File: src/rtl/count_step_ctrl.sv
// count_step_ctrl
//
// Front-end control stage for the four-bit binary counter's count-enable.
// Both raw pushbuttons are synchronized and debounced. The stage emits a
// one-cycle Step pulse that the counter uses as its increment enable.
// In MANUAL mode there is one Step per debounced BtnStep press. In RUN mode
// Step is paced by an internal prescaler with a period of TICK_DIV clocks.
//
// Build option: define STEP_CTRL_RUN_EN to build the BtnMode path, the
// MANUAL/RUN state machine and the prescaler. When it is not defined, the
// block stays in MANUAL, Running is tied to 0 and BtnMode is ignored.
//
// Parameters:
//   DB_CYCLES  stable cycles needed before a debounced level changes (>= 2)
//   TICK_DIV   Step period in RUN mode, in clocks (>= 2)
//
// Ports:
//   Clk      in   system clock, rising edge
//   Reset    in   asynchronous active-low reset
//   BtnStep  in   raw step pushbutton, asynchronous, active-high
//   BtnMode  in   raw mode pushbutton, asynchronous, active-high
//   Step     out  registered one-cycle count-enable pulse
//   Running  out  registered, 1 while in RUN state

module count_step_ctrl #(
  parameter int DB_CYCLES = 16,
  parameter int TICK_DIV  = 8
) (
  input  logic Clk,
  input  logic Reset,
  input  logic BtnStep,
  input  logic BtnMode,
  output logic Step,
  output logic Running
);

  localparam int CW = $clog2(DB_CYCLES);
  localparam logic [CW-1:0] CNT_LAST = CW'(DB_CYCLES - 1);

  // Debounce step. A mismatch between s and db must persist until the
  // counter reaches its last value before db follows s. Returns {db, cnt}.
  function automatic logic [CW:0] debounce_next(input logic s,
                                                input logic db,
                                                input logic [CW-1:0] cnt);
    logic [CW:0] res;
    if (s == db) begin
      res = {db, {CW{1'b0}}};
    end else if (cnt == CNT_LAST) begin
      res = {s, {CW{1'b0}}};
    end else begin
      res = {db, cnt + CW'(1)};
    end
    return res;
  endfunction

  // ---------------------------------------------------------------- step path
  logic          step_meta_r;
  logic          step_sync_r;
  logic          step_db_r;
  logic [CW-1:0] step_cnt_r;
  logic          step_db_next_s;
  logic [CW-1:0] step_cnt_next_s;
  logic          step_rise_s;
  logic          step_next_s;
  logic          step_r;

  // Two-flop synchronizer for the raw step button
  always_ff @(posedge Clk or negedge Reset) begin
    if (!Reset) begin
      step_meta_r <= 1'b0;
      step_sync_r <= 1'b0;
    end else begin
      step_meta_r <= BtnStep;
      step_sync_r <= step_meta_r;
    end
  end

  // Next debounced level and counter for the step button
  always_comb begin
    {step_db_next_s, step_cnt_next_s} = debounce_next(step_sync_r, step_db_r, step_cnt_r);
  end

  // Debounce state for the step button
  always_ff @(posedge Clk or negedge Reset) begin
    if (!Reset) begin
      step_db_r  <= 1'b0;
      step_cnt_r <= {CW{1'b0}};
    end else begin
      step_db_r  <= step_db_next_s;
      step_cnt_r <= step_cnt_next_s;
    end
  end

  // Rise is flagged in the cycle before db goes high, so the registered
  // Step pulse lines up with the edge where db itself becomes 1.
  assign step_rise_s = step_db_next_s & ~step_db_r;

`ifdef STEP_CTRL_RUN_EN
  localparam int PW = $clog2(TICK_DIV);
  localparam logic [PW-1:0] P_LAST = PW'(TICK_DIV - 1);

  typedef enum logic [0:0] {
    MANUAL = 1'b0,
    RUN    = 1'b1
  } state_t;

  logic          mode_meta_r;
  logic          mode_sync_r;
  logic          mode_db_r;
  logic [CW-1:0] mode_cnt_r;
  logic          mode_db_next_s;
  logic [CW-1:0] mode_cnt_next_s;
  logic          mode_rise_s;
  state_t        state_r;
  state_t        state_next_s;
  logic [PW-1:0] p_r;
  logic [PW-1:0] p_next_s;
  logic          running_r;

  // Two-flop synchronizer for the raw mode button
  always_ff @(posedge Clk or negedge Reset) begin
    if (!Reset) begin
      mode_meta_r <= 1'b0;
      mode_sync_r <= 1'b0;
    end else begin
      mode_meta_r <= BtnMode;
      mode_sync_r <= mode_meta_r;
    end
  end

  // Next debounced level and counter for the mode button
  always_comb begin
    {mode_db_next_s, mode_cnt_next_s} = debounce_next(mode_sync_r, mode_db_r, mode_cnt_r);
  end

  // Debounce state for the mode button
  always_ff @(posedge Clk or negedge Reset) begin
    if (!Reset) begin
      mode_db_r  <= 1'b0;
      mode_cnt_r <= {CW{1'b0}};
    end else begin
      mode_db_r  <= mode_db_next_s;
      mode_cnt_r <= mode_cnt_next_s;
    end
  end

  assign mode_rise_s = mode_db_next_s & ~mode_db_r;

  // Mode FSM, prescaler and Step decision. mode_rise takes priority over
  // step_rise. Any mode change clears the prescaler and suppresses Step,
  // so a partial RUN period never produces a pulse.
  always_comb begin
    state_next_s = state_r;
    p_next_s     = {PW{1'b0}};
    step_next_s  = 1'b0;
    case (state_r)
      MANUAL: begin
        if (mode_rise_s) begin
          state_next_s = RUN;
        end else begin
          step_next_s = step_rise_s;
        end
      end
      RUN: begin
        if (mode_rise_s) begin
          state_next_s = MANUAL;
        end else begin
          if (p_r == P_LAST) begin
            p_next_s = {PW{1'b0}};
          end else begin
            p_next_s = p_r + PW'(1);
          end
          // Registered from the prescaler's next value, so Step is high in
          // the same cycle that p holds TICK_DIV-1.
          step_next_s = (p_next_s == P_LAST);
        end
      end
      default: begin
        state_next_s = MANUAL;
      end
    endcase
  end

  // State, prescaler and Running registers
  always_ff @(posedge Clk or negedge Reset) begin
    if (!Reset) begin
      state_r   <= MANUAL;
      p_r       <= {PW{1'b0}};
      running_r <= 1'b0;
    end else begin
      state_r   <= state_next_s;
      p_r       <= p_next_s;
      running_r <= (state_next_s == RUN);
    end
  end

  assign Running = running_r;
`else
  logic unused_mode_s;

  // The mode button has no function in this build
  assign unused_mode_s = BtnMode;

  // MANUAL only: one pulse per debounced press
  always_comb begin
    step_next_s = step_rise_s;
  end

  assign Running = 1'b0;
`endif

  // Step output register
  always_ff @(posedge Clk or negedge Reset) begin
    if (!Reset) begin
      step_r <= 1'b0;
    end else begin
      step_r <= step_next_s;
    end
  end

  assign Step = step_r;

endmodule

File: config.mk
export PLATFORM = sky130hd
export DESIGN_NAME = count_step_ctrl
export DESIGN_NICKNAME = d
export VERILOG_FILES = /design/src/rtl/count_step_ctrl.sv
export SDC_FILE = /design/constraint.sdc
export NUM_CORES = 1
export LEC_CHECK = 0
export CAP_MARGIN = 30
export CORE_AREA = 2 2 39 41
export DETAILED_ROUTE_END_ITERATION = 10
export DIE_AREA = 0 0 41 43
export MAX_ROUTING_LAYER = met4
export SLEW_MARGIN = 20
export SYNTH_ARGS = -nofsm -noshare
export SYNTH_HDL_FRONTEND = slang
export SYNTH_SLANG_ARGS = --single-unit
File: constraint.sdc
create_clock -name Clk -period 1.23 [get_ports Clk]
set_clock_uncertainty 0.2 [all_clocks]
set_input_delay 0.246 -clock Clk [delete_from_list [all_inputs] [get_ports Clk]]
set_output_delay 0.246 -clock Clk [all_outputs]
set_load 0.05 [all_outputs]
==> flow_metrics.tcl, run 1 <==
set metrics [dict create \
    syn-num-nets 27 \
    met2_usage_pct 11.9 \
    via_per_inst 4.23 \
    syn_to_final_growth_pct 48.2 \
    synth_cells 22 \
    drt-initial-drc-count 0 \
    status "complete, but fails checks" \
    ios 6 \
    p_leak_nw 0.204 \
    finalInstanceArea_um2 465 \
    crit_fanout 3 \
    required_ns 1.17 \
    cts_inserted_buffers 3 \
    path_class "register to register" \
    finalPower_w 0.000547 \
    vias 199 \
    grt_pass1_wl_um 979 \
    cts.clk_slew.worst_paths_ns 0.05 \
    period_needed_ns 1.29 \
    syn_area_um2 314 \
    cpMaxStageDelayCell "dfrtp_1" \
    ant_nets 0 \
    setup_viol 5 \
    cts_sinks 8 \
    cp_slowest_stage_delay_ns 0.41 \
    insertion_delay_ns 0.25 \
    slew_viol_final 0 \
    finalHoldViolCount 0 \
    worst_slack_ns -0.0565 \
    critPathBufInv 0 \
    drc 0 \
    hpwl_um 397 \
    htreeDepth 1 \
    grt_pass1_vias 224 \
    power_frac_comb_pct 11.1 \
    synth_cell_type_count 13 \
    ys_ff_latch 8 \
    cts_hold_buf 0 \
    antenna_found_initial 0 \
    grt.met3_usage_pct 7.85 \
    layout-drive-gt1-share_pct 48.4 \
    start_util_pct 22.7 \
    maxCapViolCount 0 \
    fin_setup_tns_ns -0.159 \
    p_seq_share_pct 53.0 \
    power.density_mw_per_mm2 1180 \
    ir_drop_mv 0.390 \
    cts_buffer_depth 2 \
    globalRouteMet1Util_pct 9.06 \
    final_common_cell "dfrtp_1" \
    yosys_warnings 0 \
    critical_path.top_delay_family "flip-flops" \
    max_freq_mhz 777 \
    rsz0062_at_grt "yes" \
    power.switching_w 0.000128 \
    layout_common_cells "dfrtp_1, buf_4, clkbuf_4" \
    grt_max_degree 9 \
    yosysSeqAreaShare_pct 63.7 \
    n_antenna_cell 0 \
    placement.cell_area_um2 392 \
    violations "setup timing" \
    grt_usage_pct 9.91 \
    worstPathArrival_ns 1.22 \
    internal_power_w 0.000419 \
    firstDrtPassIters 1 \
    die_h_um 43 \
    end_kind "register" \
    cts_tree "done" \
    io_buffers 3 \
    clockRootBuffer "clkbuf_4" \
    start_kind "register" \
    routabilityCongestion 0.670 \
    dieWidth_um 41 \
    finalCritPeriodShare_pct 105 \
    wl_per_cell_um 14.3 \
    wl_um 672 \
    path_cells "ha_4 -> nand3_4 -> mux2_4" \
    grt-busiest-layer "met2" \
    die_area_mm2 0.00176 \
    hold_class "input pin to asynchronous set/reset pin" \
    grt-ovfl-total 0 \
    placementRows 14 \
    fp.coreArea_mm2 0.00138 \
    clockPowerShare_pct 35.9 \
    nets 38 \
    switching_share_pct 23.4 \
    synth.avg_cell_area_um2 14.3 \
]
## metrics by stage
step	utilization [%]	setup WS [ns]	cells	hold slack, ns
detailed placement	28.3	-0.0720	43	0.142
CTS	31.6	-0.0461	47	0.0651
floorplan	-	-0.0397	22	-0.250
global route	33.6	-0.0966	47	0.0751
global placement	28.3	-0.0465	43	0.135
finish	33.6	-0.0565	47	0.0675
## synth_stat cells (all sizes together)
cell / instances / area (um^2)
a21o: 1 / 7.51
dfrtp: 8 / 200
nor3b: 2 / 15.0
xnor2: 2 / 17.5
nor2b: 1 / 6.26
ha: 1 / 12.5
nor2: 1 / 3.75
conb: 1 / 3.75
buf: 1 / 7.51
mux2: 1 / 15.0
a311oi: 1 / 8.76
a31oi: 1 / 6.26
nand3: 1 / 10.0
## timing repair
action | 4_1_cts | 5_1_grt
buffers inserted | 1 | 0
resized for setup | 2 | 4
endpoints found under the setup margin | 6 | 6
pin swaps | 0 | 2
## cell families after synthesis
group | Yosys count | share of synthesized area [%]
flip-flops | 8 | 63.7
AND/OR/NAND/NOR | 5 | 11.2
AO/OA/AOI/OAI | 3 | 7.17
XOR/XNOR | 2 | 5.58
adder cells (fa/ha/maj) | 1 | 3.98
other | 1 | 1.19
multiplexers | 1 | 4.78
buffers and inverters | 1 | 2.39
## layout make-up
| class | instances | area, um^2 |
|---|---|---|
| fillers | 129 | 918 |
| flip-flops and latches | 8 | 200 |
| multi-input cells | 13 | 153 |
| repair buffers | 7 | 70.1 |
| clock buffers | 3 | 22.5 |
| well taps | 16 | 20.0 |
## power groups by stage
stage | registers [W] | logic (W) | clock network (W)
finish | 0.000290 | 0.0000607 | 0.000197
global route | 0.000291 | 0.0000666 | 0.000230
CTS | 0.000287 | 0.0000551 | 0.000210
detailed placement | 0.000289 | 0.0000462 | 0
global placement | 0.000288 | 0.0000433 | 0
floorplan | 0.000288 | 0.0000270 | 0
## path summary, 6_finish.rpt
kind	end	cells past startpoint	slack [ns]	from
min in group Clk	step_sync_r	0	0.16	step_meta_r
max reg2reg	step_db_r	3	-0.06	step_cnt_r[0]
max in group asynchronous	step_cnt_r[2]	1	0.50	Reset
min reg2reg	step_sync_r	0	0.16	step_meta_r
max	step_db_r	3	-0.06	step_cnt_r[0]
min	step_meta_r	1	0.07	Reset
## state kept, by name (all words and copies together) (netlist names)
| register | flops |
|---|---|
| step_sync_r | 1 |
| Step | 1 |
| step_meta_r | 1 |
| step_cnt_r | 4 |
| step_db_r | 1 |
## layer usage
layer / up-vias / wire length (um)
met3: 2 / 36
met2: 4 / 406
met1: 101 / 220
met4: 0 / 8
met5: - / 0
li1: 92 / -
No activity file was read; power rests on OpenSTA's default activity.
==> run 2: changes to the inputs <==
--- a/config.mk
+++ b/config.mk
@@ -10,7 +10,7 @@
 export DETAILED_ROUTE_END_ITERATION = 10
 export DIE_AREA = 0 0 41 43
 export MAX_ROUTING_LAYER = met4
-export SLEW_MARGIN = 20
+export SLEW_MARGIN = 0
 export SYNTH_ARGS = -nofsm -noshare
 export SYNTH_HDL_FRONTEND = slang
 export SYNTH_SLANG_ARGS = --single-unit
==> results of run 2 <==
Same layout as run 1: the final DEF is identical, and so are final timing and power.
==> run 3: changes to the inputs <==
--- a/config.mk
+++ b/config.mk
@@ -9,7 +9,6 @@
 export CORE_AREA = 2 2 39 41
 export DETAILED_ROUTE_END_ITERATION = 10
 export DIE_AREA = 0 0 41 43
-export MAX_ROUTING_LAYER = met4
 export SLEW_MARGIN = 0
 export SYNTH_ARGS = -nofsm -noshare
 export SYNTH_HDL_FRONTEND = slang
==> results of run 3 <==
Same layout as run 1: the final DEF is identical, and so are final timing and power.
Among the figures that moved: final weighted congestion in routability-driven placement 0.670 -> 0.664; overall routing resource usage 9.91% -> 9.66%
